File: config.mk
export PLATFORM = sky130hd
export DESIGN_NAME = alu_hs
export DESIGN_NICKNAME = d
export VERILOG_FILES = /design/src/rtl/alu_hs_pkg.sv /design/src/rtl/alu_hs_mul.sv /design/src/rtl/alu_hs.sv
export SDC_FILE = /design/constraint.sdc
export NUM_CORES = 1
export LEC_CHECK = 0
export CAP_MARGIN = 20
export CORE_MARGIN = 2
export CORE_UTILIZATION = 35
export DETAILED_ROUTE_END_ITERATION = 8
export DONT_BUFFER_PORTS = 1
export SLEW_MARGIN = 0
export SYNTH_ARGS = -nofsm -noshare
export SYNTH_HDL_FRONTEND = slang
export SYNTH_HIERARCHICAL = 1
export SYNTH_SLANG_ARGS = --single-unit
File: constraint.sdc
create_clock -name CLK -period 5 [get_ports CLK]
set_clock_uncertainty 0.05 [all_clocks]
set_input_delay 0.75 -clock CLK [delete_from_list [all_inputs] [get_ports CLK]]
set_output_delay 0.75 -clock CLK [all_outputs]
set_load 0.02 [all_outputs]
File: src/rtl/alu_hs_pkg.sv
// Shared opcode constants, FSM state type and flag helper for the handshake ALU.
package alu_hs_pkg;

   localparam logic [1:0] OP_ADD = 2'd0;
   localparam logic [1:0] OP_SUB = 2'd1;
   localparam logic [1:0] OP_MUL = 2'd2;
   localparam logic [1:0] OP_AND = 2'd3;

   typedef enum logic [1:0] {
      IDLE = 2'd0,
      CALC = 2'd1,
      DONE = 2'd2
   } state_t;

   // Signed overflow from sign bits only. For SUB the B sign is effectively
   // inverted, so overflow needs operands of opposite sign.
   function automatic logic sgn_ovf(input logic a_msb, input logic b_msb,
                                    input logic y_msb, input logic is_sub);
      logic same;
      same = is_sub ? (a_msb != b_msb) : (a_msb == b_msb);
      return same && (y_msb != a_msb);
   endfunction

endpackage

File: src/rtl/alu_hs_mul.sv
// Unsigned shift-add multiplier. The START cycle already folds in bit 0 of B,
// so the remaining BITS-1 bits take BITS-1 further cycles and DONE pulses on
// the cycle the product becomes final.
module alu_hs_mul #(
   parameter int BITS = 8
) (
   input  logic              CLK,
   input  logic              RST,
   input  logic              START,
   input  logic [BITS-1:0]   A,
   input  logic [BITS-1:0]   B,
   output logic              DONE,
   output logic [2*BITS-1:0] P
);

   localparam int CW = $clog2(BITS) + 1;

   logic [2*BITS-1:0] mcand;
   logic [BITS-1:0]   mplier;
   logic [CW-1:0]     cnt;
   logic              run;

   // Load operands on START, then add the shifted multiplicand per set bit.
   always_ff @(posedge CLK) begin
      if (RST) begin
         mcand  <= '0;
         mplier <= '0;
         cnt    <= '0;
         run    <= 1'b0;
         DONE   <= 1'b0;
         P      <= '0;
      end else begin
         DONE <= 1'b0;
         if (START) begin
            mcand  <= {{BITS{1'b0}}, A} << 1;
            mplier <= B >> 1;
            P      <= B[0] ? {{BITS{1'b0}}, A} : '0;
            cnt    <= CW'(1);
            run    <= 1'b1;
         end else if (run) begin
            if (mplier[0])
               P <= P + mcand;
            mcand  <= mcand << 1;
            mplier <= mplier >> 1;
            cnt    <= cnt + CW'(1);
            if (cnt == CW'(BITS - 1)) begin
               run  <= 1'b0;
               DONE <= 1'b1;
            end
         end
      end
   end

endmodule

File: src/rtl/alu_hs.sv
// Handshake-driven ALU: operands latched on rising IEA/IEB edges, result held
// under OE until both enables drop, then the unit re-arms.
module alu_hs
   import alu_hs_pkg::*;
#(
   parameter int BITS = 8
) (
   input  logic            CLK,
   input  logic            RST,
   input  logic [BITS-1:0] A,
   input  logic [BITS-1:0] B,
   input  logic [1:0]      OP,
   input  logic            IEA,
   input  logic            IEB,
   output logic [BITS-1:0] Y,
   output logic [BITS-1:0] YH,
   output logic            CO,
   output logic            V,
   output logic            OE,
   output logic            BUSY
);

   state_t            state;
   logic [BITS-1:0]   a_q, b_q;
   logic [1:0]        op_q;
   logic              gota, gotb;
   logic              prev_a, prev_b;

   logic              iea_edge, ieb_edge, go;
   logic [BITS-1:0]   a_nxt, b_nxt;
   logic [1:0]        op_nxt;

   logic [BITS:0]     sum, dif;
   logic [BITS-1:0]   r_y;
   logic              r_co, r_v;

   logic              mul_done;
   logic [2*BITS-1:0] mul_p;

   // Edge detect plus the operand values that will be latched this cycle; the
   // multiplier must see them on the same edge that leaves IDLE.
   always_comb begin
      iea_edge = IEA & ~prev_a;
      ieb_edge = IEB & ~prev_b;
      a_nxt    = iea_edge ? A  : a_q;
      b_nxt    = ieb_edge ? B  : b_q;
      op_nxt   = ieb_edge ? OP : op_q;
      go       = (state == IDLE) && (gota || iea_edge) && (gotb || ieb_edge);
   end

   // Single-cycle ops computed from latched operands.
   always_comb begin
      sum  = {1'b0, a_q} + {1'b0, b_q};
      dif  = {1'b0, a_q} - {1'b0, b_q};
      r_y  = '0;
      r_co = 1'b0;
      r_v  = 1'b0;
      case (op_q)
         OP_ADD: begin
            r_y  = sum[BITS-1:0];
            r_co = sum[BITS];
            r_v  = sgn_ovf(a_q[BITS-1], b_q[BITS-1], sum[BITS-1], 1'b0);
         end
         OP_SUB: begin
            r_y  = dif[BITS-1:0];
            r_co = dif[BITS];
            r_v  = sgn_ovf(a_q[BITS-1], b_q[BITS-1], dif[BITS-1], 1'b1);
         end
         OP_AND:  r_y = a_q & b_q;
         default: r_y = '0;
      endcase
   end

   alu_hs_mul #(.BITS(BITS)) u_mul (
      .CLK   (CLK),
      .RST   (RST),
      .START (go && (op_nxt == OP_MUL)),
      .A     (a_nxt),
      .B     (b_nxt),
      .DONE  (mul_done),
      .P     (mul_p)
   );

   // Handshake FSM with registered outputs. Enable history resets high so a
   // level already asserted at reset release is not mistaken for an edge.
   always_ff @(posedge CLK) begin
      if (RST) begin
         state  <= IDLE;
         a_q    <= '0;
         b_q    <= '0;
         op_q   <= OP_ADD;
         gota   <= 1'b0;
         gotb   <= 1'b0;
         prev_a <= 1'b1;
         prev_b <= 1'b1;
         Y      <= '0;
         YH     <= '0;
         CO     <= 1'b0;
         V      <= 1'b0;
         OE     <= 1'b0;
         BUSY   <= 1'b0;
      end else begin
         prev_a <= IEA;
         prev_b <= IEB;
         case (state)
            IDLE: begin
               if (iea_edge) begin
                  a_q  <= A;
                  gota <= 1'b1;
               end
               if (ieb_edge) begin
                  b_q  <= B;
                  op_q <= OP;
                  gotb <= 1'b1;
               end
               if (go) begin
                  state <= CALC;
                  BUSY  <= 1'b1;
               end
            end
            CALC: begin
               if (op_q != OP_MUL) begin
                  Y     <= r_y;
                  YH    <= '0;
                  CO    <= r_co;
                  V     <= r_v;
                  OE    <= 1'b1;
                  state <= DONE;
               end else if (mul_done) begin
                  Y     <= mul_p[BITS-1:0];
                  YH    <= mul_p[2*BITS-1:BITS];
                  CO    <= 1'b0;
                  V     <= |mul_p[2*BITS-1:BITS];
                  OE    <= 1'b1;
                  state <= DONE;
               end
            end
            DONE: begin
               if (!IEA && !IEB) begin
                  OE    <= 1'b0;
                  gota  <= 1'b0;
                  gotb  <= 1'b0;
                  BUSY  <= 1'b0;
                  state <= IDLE;
               end
            end
            default: begin
               state <= IDLE;
               BUSY  <= 1'b0;
               OE    <= 1'b0;
            end
         endcase
      end
   end

endmodule
==> results.json, run 1 <==
{
  "status": "complete, no violations",
  "nNetsFinal": 699,
  "first_pass_iters": 5,
  "min_period_ps": 3230,
  "dr_total_vias": 4513,
  "power_w": 0.00155,
  "p_clk_frac": 0.453,
  "yosysTopAreaCellShare": 0.338,
  "worstPathCellList": "nor2b_1 > nand2_1 > a21oi_2 > buf_4 > or2_2 > nor2_1 > and4b_1 > a221o_1",
  "portBuffers": 0,
  "crit_fanout": 43,
  "power_density_nw_per_um2": 274,
  "cts_hold_buf": 0,
  "drive_gt1_frac": 0.0694,
  "synthTopCellsByCount": "nand2_1, a21oi_1, dfxtp_1",
  "net-switching-power_w": 0.000379,
  "synth-edff-count": 0,
  "p_leak_nw": 2.21,
  "ys.flop_type": "dfxtp_1",
  "critPathCaptureType": "flip-flop",
  "drc_errors": 0,
  "clock_latency_ps": 350,
  "critPathBufInv": 1,
  "clk_path_buf_depth": 2,
  "drt_wl_total_mm": 13.5,
  "synth_fp_nets": 717,
  "hp-class": "in -> reg",
  "ioPinCount": 42,
  "diodes": 0,
  "cp_slowest_cell": "dfxtp_1",
  "wl_per_cell_um": 16.2,
  "grt_pass1_wl_mm": 22.1,
  "h-tree-depth": 3,
  "seqPwrFrac": 0.472,
  "ys_top_cells_by_area": "dfxtp_1, a21oi_1, ha_1",
  "critPathTopFamily": "simple AND/OR/NAND/NOR gates",
  "place_congestion": 0.891,
  "finalCritPeriodShare": 0.646,
  "grt_max_degree": 71,
  "synth_most_common_cell": "nand2_1",
  "tns_ps": 0,
  "cts_root_buffer": "clkbuf_16",
  "slew_headroom": 0.477,
  "hold_viol": 0,
  "tightest_slew_ps": 783,
  "nFillCells": 1504,
  "ant_nets": 0,
  "cp.arrival_ps": 3420,
  "rows": 44,
  "max_freq_ghz": 0.309,
  "drv_slew": 0,
  "crit_type": "reg -> reg",
  "ys_warn_count": 6,
  "start_util": 0.358,
  "grt_pass1_vias": 4215,
  "yosysSeqAreaShare": 0.338,
  "avgSynthCellArea_um2": 7.88,
  "swShare": 0.244,
  "cts_resized": 0,
  "cts.clk_slew.worst_paths_ps": 60,
  "gr-total-overflow": 0,
  "async_flop_share": 0,
  "grt_usage": 0.171,
  "synth_seq_cells": 88,
  "core_area_um2": 14500,
  "worstPathRequired_ps": 5190,
  "numCtsBuffers": 9,
  "cap_violations": 0,
  "netlist_instances": 661,
  "antenna_found_initial": 0,
  "avgViaCountPerCell": 5.42,
  "cts_num_sinks": 88,
  "vdd_ir_drop_max_v": 0.000150,
  "die_h_um": 126,
  "hold_ws_ps": 418,
  "drtIter0Drc": 398,
  "syn2layout_area_growth_pct": 8.41,
  "cts_setup_buffers": 0,
  "cts_tree": "yes",
  "internal_power_w": 0.00117,
  "dp_hpwl_mm": 10.0,
  "grt_setup_unrepaired": "no",
  "pwr-share-comb": 0.075,
  "finalSetupViolations": 0,
  "design.die.area_um2": 15900,
  "cpPeakStageDelay_ps": 720,
  "yosysUniqueCellTypes": 68,
  "die_w_um": 126,
  "cp-start-kind": "flip-flop",
  "synth_top_area_cell": "dfxtp_1",
  "netlist_area_um2": 5210
}
[registers in the layout, summed over array words and instances (netlist names)]
| signal | cells |
|---|---|
| prev_a | 1 |
| Y | 8 |
| u_mul/run | 1 |
| u_mul/DONE | 1 |
| a_q | 8 |
| u_mul/mcand | 15 |
| u_mul/cnt | 4 |
| gotb | 1 |
| OE | 1 |
| BUSY | 1 |
| b_q | 8 |
| prev_b | 1 |
| CO | 1 |
| gota | 1 |
| YH | 8 |
| u_mul/P | 16 |
| u_mul/mplier | 7 |
| op_q | 2 |
| state | 2 |
| V | 1 |
[metrics by stage]
step / setup slack (ps) / cell area [µm²] / utilization / std cells
final: 1770 / 5650 / 0.389 / 832
after global routing: 1560 / 5650 / 0.389 / 832
after CTS: 1820 / 5650 / 0.389 / 832
after detailed placement: 1840 / 5340 / 0.367 / 816
after global placement: 1930 / 5330 / 0.367 / 815
after floorplan: 2460 / 5210 / - / 661
[worst register-to-register path: stages (launching register included)]
cell     delay, ps
dfxtp_1        720
nor2b_1        590
nand2_1        140
a21oi_2        140
buf_4          400
or2_2          440
nor2_1         180
and4b_1        210
a221o_1        250
[area by class of cell]
cell class / count / area (µm²) / share of cell area
Timing Repair Buffer: 7 / 50.0 / 0.00886
Tap cell: 184 / 230 / 0.0408
Sequential cell: 88 / 1760 / 0.312
Clock buffer: 11 / 253 / 0.0448
Inverter: 22 / 82.6 / 0.0146
Clock inverter: 5 / 55.1 / 0.00975
Multi-Input combinational cell: 515 / 3210 / 0.569
[worst paths after layout]
kind | start | to | slack, ps | cells past startpoint
worst max register to register | op_q[1] | u_mul/P[9] | 1770 | 8
worst min register to register | b_q[6] | b_q[6] | 420 | 2
worst max-delay path | op_q[1] | u_mul/P[9] | 1770 | 8
worst min-delay path | RST | YH[3] | 420 | 1
[metal layers]
metal	up-vias	global-route usage	wire, µm
met4	0	0.0414	202
met5	-	0	0
li1	2283	-	-
met1	2116	0.229	6440
met3	19	0.0382	511
met2	95	0.281	6360
[cell usage in the layout, fill, tap and decap left out, types with 3 or more instances in the layout]
master	instances
o21ai_1	3
or2_2	4
mux2_2	8
xor2_1	7
mux2i_1	30
and2_1	4
clkbuf_16	9
inv_1	21
o31ai_1	4
nor4_1	3
nand2_1	101
nor2_1	78
ha_1	31
nand3_1	16
a22o_1	4
a221oi_1	4
a21o_1	8
o21ai_0	24
buf_4	6
fa_1	3
nor3_1	8
nor3b_1	3
nand2b_1	12
xnor2_1	5
nor2b_1	10
a21oi_1	89
a221o_1	3
dfxtp_1	88
o211ai_1	3
o21a_1	3
a211oi_1	5
[power groups by stage]
stage / registers, W / clock network [W] / logic, W
after floorplan: 0.000740 / 0 / 0.000100
after global placement: 0.000747 / 0 / 0.000112
after detailed placement: 0.000747 / 0 / 0.000114
after CTS: 0.000731 / 0.000718 / 0.000115
after global routing: 0.000733 / 0.000747 / 0.000130
final: 0.000731 / 0.000701 / 0.000116
[logic make-up after synthesis]
logic type	count (synthesis)	synth area share
muxes	40	0.0814
DFF	88	0.338
and+or+nand+nor	253	0.217
adders and majority gates	34	0.0860
xor gates and xnor gates	12	0.0202
buffers and inverters	58	0.0454
AOI/OAI and AO/OA	176	0.212
Power figures use the tool's default switching activity.
==> inputs of run 2 (changes only) <==
==> constraint.sdc (replaced) <==
create_clock -name CLK -period 2.8 [get_ports CLK]
set_clock_uncertainty 0.05 [all_clocks]
set_input_delay 0.42 -clock CLK [delete_from_list [all_inputs] [get_ports CLK]]
set_output_delay 0.42 -clock CLK [all_outputs]
set_load 0.02 [all_outputs]
==> results.json, run 2 (synthesis results as in run 1) <==
{
  "status": "complete, no violations",
  "cp_slowest_cell": "fa_1",
  "min_from": "RST",
  "p_leak_nw": 2.22,
  "cts_hold_buf": 0,
  "drv_slew": 0,
  "cts_resized": 0,
  "drt_wl_total_mm": 13.0,
  "core_area_um2": 14500,
  "ioPinCount": 42,
  "rows": 44,
  "critPathBufInv": 1,
  "finalSetupViolations": 0,
  "seqPwrFrac": 0.477,
  "wl_per_cell_um": 15.5,
  "critPathTopFamily": "adder cells",
  "antenna_found_initial": 0,
  "min_period_ps": 2410,
  "crit_fanout": 4,
  "cp.arrival_ps": 2590,
  "reg2reg_to": "u_mul/P[15]",
  "ant_nets": 0,
  "cts_setup_buffers": 0,
  "seqCellArea_um2": 1760,
  "finalCritPeriodShare": 0.861,
  "critPathCaptureType": "flip-flop",
  "max_freq_ghz": 0.415,
  "tightest_slew_ps": 670,
  "grt_pass1_wl_mm": 21.7,
  "swShare": 0.249,
  "gr-total-overflow": 0,
  "avgViaCountPerCell": 5.36,
  "holdPathEnd": "YH[2]",
  "reg2reg_depth": 9,
  "syn2layout_area_growth_pct": 8.98,
  "internal_power_w": 0.00205,
  "p_clk_frac": 0.444,
  "design.die.area_um2": 15900,
  "clk_path_buf_depth": 2,
  "dp_hpwl_mm": 9.91,
  "worstPathCellList": "ha_1 > inv_1 > fa_1 > nor2b_1 > o31a_1 > o31a_1 > a21oi_1 > mux2i_1 > mux2_1",
  "start_util": 0.358,
  "drive_gt1_frac": 0.0750,
  "final_cell_mix": "nand2_1, a21oi_1, dfxtp_1",
  "reg.largest.list": "u_mul/P: 16 flops, u_mul/mcand: 15 flops",
  "hold_depth": 1,
  "dr_total_vias": 4489,
  "grt_setup_unrepaired": "no",
  "diodes": 0,
  "cts.clk_slew.worst_paths_ps": 60,
  "worstPathRequired_ps": 2980,
  "hp-class": "in -> reg",
  "grt_max_degree": 71,
  "cts_num_sinks": 88,
  "worst_slack_ps": 390,
  "die_w_um": 126,
  "net-switching-power_w": 0.000680,
  "cts_tree": "yes",
  "drtIter0Drc": 274,
  "final_common_cell": "nand2_1",
  "dp_slack_ps": 392,
  "cts_root_buffer": "clkbuf_16",
  "cap_violations": 0,
  "first_pass_iters": 5,
  "nFillCells": 1489,
  "nNetsFinal": 704,
  "r2r_slack_ps": 390,
  "final_core_util": 0.391,
  "die_h_um": 126,
  "h-tree-depth": 3,
  "clock_latency_ps": 340,
  "drc_errors": 0,
  "grt_usage": 0.167,
  "grt_pass1_vias": 4318,
  "largest_reg_flops": 16,
  "pwr-share-comb": 0.080,
  "cpPeakStageDelay_ps": 390,
  "power_w": 0.00273,
  "place_congestion": 0.880,
  "r2r_start": "u_mul/P[1]",
  "multiInputGateArea_um2": 3210,
  "vdd_ir_drop_max_v": 0.000261,
  "power_density_nw_per_um2": 481,
  "regMostFlops": "u_mul/P",
  "hold_viol": 0,
  "cp-start-kind": "flip-flop",
  "portBuffers": 0,
  "numCtsBuffers": 9,
  "crit_top_cell": "o31a_1",
  "tns_ps": 0,
  "slew_headroom": 0.550,
  "crit_type": "reg -> reg"
}
==> run 2: cell types whose count changed in the layout (fill, tap and decap cells not counted), sizes merged <==
cell	previous run	this run
buf	7	12
clkbuf	11	10
clkinv	2	0
inv	22	23
clkinvlp	2	4
==> run 2: power by group through the flow <==
stage	Clock, W	Sequential [W]	Combinational, W
finish	0.00121	0.00130	0.000217
floorplan	0	0.00132	0.000179
global route	0.00129	0.00130	0.000243
detailed placement	0	0.00133	0.000215
CTS	0.00125	0.00130	0.000216
global placement	0	0.00133	0.000213
==> run 2: cell type report <==
type / instances / area share
Tap cell: 184 / 0.0406
Timing Repair Buffer: 12 / 0.0159
Clock buffer: 10 / 0.0403
Multi-Input combinational cell: 515 / 0.566
Sequential cell: 88 / 0.310
Clock inverter: 6 / 0.0121
Inverter: 22 / 0.0145
==> run 2: worst max path at each step <==
stage          slack (ps)  depth (start not counted)          end       start
6_report              390                          9  u_mul/P[15]  u_mul/P[1]
5_1_grt               200                          9   u_mul/P[9]  u_mul/P[1]
4_1_cts               390                          9  u_mul/P[15]  u_mul/P[1]
3_5_place_dp          390                          9  u_mul/P[15]  u_mul/P[1]
3_3_place_gp          500                          9  u_mul/P[15]  u_mul/P[1]
2_1_floorplan         590                         10   u_mul/P[9]         IEB
==> run 2: layer usage <==
metal / GRT usage / part of all wire
met4: 0.0621 / 0.020
met5: 0 / 0
met3: 0.0272 / 0.026
met2: 0.291 / 0.50
met1: 0.207 / 0.45
==> run 2: worst reg2reg max path, stage by stage, from the launching register on <==
cell and delay [ps]:
dfxtp_1 360, ha_1 180, inv_1 60, fa_1 390
nor2b_1 230, o31a_1 230, o31a_1 210, a21oi_1 100
mux2i_1 170, mux2_1 330
==> run 2: through the flow <==
stage               std cells  hold WS [ps]  cell area [µm²]
floorplan                 661           383             5210
global placement          821           401             5380
detailed placement        821           413             5380
CTS                       837          79.3             5680
global route              837          79.4             5680
finish                    837          96.0             5680
==> inputs of run 3 (changes only) <==
--- a/config.mk
+++ b/config.mk
@@ -6,6 +6,7 @@
 export NUM_CORES = 1
 export LEC_CHECK = 0
 export CAP_MARGIN = 20
+export CORE_ASPECT_RATIO = 1.25
 export CORE_MARGIN = 2
 export CORE_UTILIZATION = 35
 export DETAILED_ROUTE_END_ITERATION = 8
==> results.json, run 3 (synthesis results as in run 1) <==
{
  "status": "finished with violations",
  "violations": "design-rule violations",
  "first_pass_iters": 7,
  "drive_gt1_frac": 0.0709,
  "holdPathEnd": "YH[2]",
  "worstPathCellList": "ha_1 > inv_1 > fa_1 > nor2b_1 > o31a_1 > o31a_1 > a21oi_1 > mux2i_1 > mux2_1",
  "cpPeakStageDelay_ps": 370,
  "grt_pass1_wl_mm": 22.7,
  "cap_violations": 0,
  "grt_max_degree": 71,
  "die_w_um": 113,
  "cts.clk_slew.worst_paths_ps": 60,
  "fin_area_um2": 5660,
  "internal_power_w": 0.00212,
  "final_cell_mix": "nand2_1, a21oi_1, dfxtp_1",
  "crit_top_cell": "o31a_1",
  "portBuffers": 0,
  "r2r_start": "u_mul/P[1]",
  "reg.largest.list": "u_mul/P: 16 flops, u_mul/mcand: 15 flops",
  "min_from": "RST",
  "regMostFlops": "u_mul/P",
  "reg2reg_depth": 9,
  "h-tree-depth": 3,
  "wl_per_cell_um": 16.8,
  "finalSetupViolations": 0,
  "avgViaCountPerCell": 5.63,
  "cts_setup_buffers": 0,
  "clk_path_buf_depth": 2,
  "stdcell_count": 827,
  "dp_hpwl_mm": 10.3,
  "slew_headroom": 0.416,
  "start_util": 0.360,
  "numCtsBuffers": 9,
  "drc_errors": 5,
  "rows": 49,
  "syn2layout_area_growth_pct": 8.70,
  "cts_num_sinks": 88,
  "die_h_um": 140,
  "largest_reg_flops": 16,
  "clock_latency_ps": 340,
  "finalCritPeriodShare": 0.872,
  "grt_usage": 0.178,
  "cts_root_buffer": "clkbuf_16",
  "hold_viol": 0,
  "diodes": 0,
  "cp.arrival_ps": 2620,
  "swShare": 0.239,
  "seqPwrFrac": 0.467,
  "critPathCaptureType": "flip-flop",
  "final_common_cell": "nand2_1",
  "vdd_ir_drop_max_v": 0.000274,
  "seqCellArea_um2": 1760,
  "worstPathRequired_ps": 2980,
  "antenna_found_initial": 0,
  "gr-total-overflow": 0,
  "pwr-share-comb": 0.079,
  "grt_setup_unrepaired": "no",
  "power_w": 0.00279,
  "cts_resized": 0,
  "nFillCells": 1452,
  "drt_wl_total_mm": 13.9,
  "reg2reg_to": "u_mul/P[15]",
  "core_area_um2": 14500,
  "ant_nets": 0,
  "tightest_slew_ps": 872,
  "hp-class": "in -> reg",
  "multiInputGateArea_um2": 3210,
  "min_period_ps": 2440,
  "p_leak_nw": 2.23,
  "power_density_nw_per_um2": 492,
  "tns_ps": 0,
  "net-switching-power_w": 0.000664,
  "drtIter0Drc": 410,
  "cts_hold_buf": 0,
  "r2r_slack_ps": 360,
  "p_clk_frac": 0.454,
  "nNetsFinal": 703,
  "place_congestion": 0.930,
  "ioPinCount": 42,
  "grt_pass1_vias": 4604,
  "design.die.area_um2": 15900,
  "crit_fanout": 4,
  "placed_area_um2": 5360,
  "hold_depth": 1,
  "hold_ws_ps": 96.1,
  "cts_tree": "yes",
  "drv_slew": 0,
  "crit_type": "reg -> reg",
  "cp-start-kind": "flip-flop",
  "startpoint": "u_mul/P[1]",
  "dr_total_vias": 4654,
  "max_freq_ghz": 0.410,
  "cp_slowest_cell": "dfxtp_1",
  "placed_cells": 814
}
==> run 3: cell count changes in the layout (fill, tap and decap cells not counted) <==
cell / before / now
clkinv_2: 0 / 1
inv_6: 1 / 0
clkbuf_1: 1 / 0
bufinv_16: 1 / 2
clkinvlp_4: 4 / 1
buf_4: 12 / 11
==> run 3: worst max path at each step <==
stage                  end  slack (ps)  cells after the start
3_3_place_gp   u_mul/P[15]         500                      9
4_1_cts        u_mul/P[15]         380                      9
3_5_place_dp   u_mul/P[15]         410                      9
6_report       u_mul/P[15]         360                      9
5_1_grt               Y[4]         230                      9
2_1_floorplan   u_mul/P[9]         590                     10
==> run 3: per-layer routing <==
metal,global-route usage,routed length [µm],vias up
met5,0,0,-
met4,0.0822,459,0
met3,0.0394,732,36
met2,0.315,6900,127
met1,0.202,5800,2215
li1,-,-,2276
==> run 3: cell type report <==
class | count | share of cell area
Clock buffer | 9 | 0.0398
Clock inverter | 4 | 0.0128
Inverter | 22 | 0.0146
Multi-Input combinational cell | 515 | 0.568
Sequential cell | 88 | 0.311
Tap cell | 178 | 0.0393
Timing Repair Buffer | 11 | 0.0146
==> run 3: power groups by stage <==
stage	clock network [W]	logic [W]	registers (W)
6_report	0.00126	0.000220	0.00130
5_1_grt	0.00133	0.000244	0.00130
4_1_cts	0.00129	0.000217	0.00130
3_5_place_dp	0	0.000216	0.00133
3_3_place_gp	0	0.000213	0.00133
2_1_floorplan	0	0.000179	0.00132
==> run 3: worst max-delay path: cells and delay by family (launching register included) <==
family | cells | cell delay, ps
AO/OA/AOI/OAI | 3 | 560
adder cells (fa/ha/maj) | 2 | 560
buffers and inverters | 1 | 60
flip-flops | 1 | 370
multiplexers | 2 | 490
AND/OR/NAND/NOR | 1 | 210
==> run 3: per-stage QoR <==
step           utilization  worst slack [ps]
6_report             0.391               359
5_1_grt              0.391               231
4_1_cts              0.391               380
3_5_place_dp         0.371               412
3_3_place_gp         0.371               503
2_1_floorplan            -               586
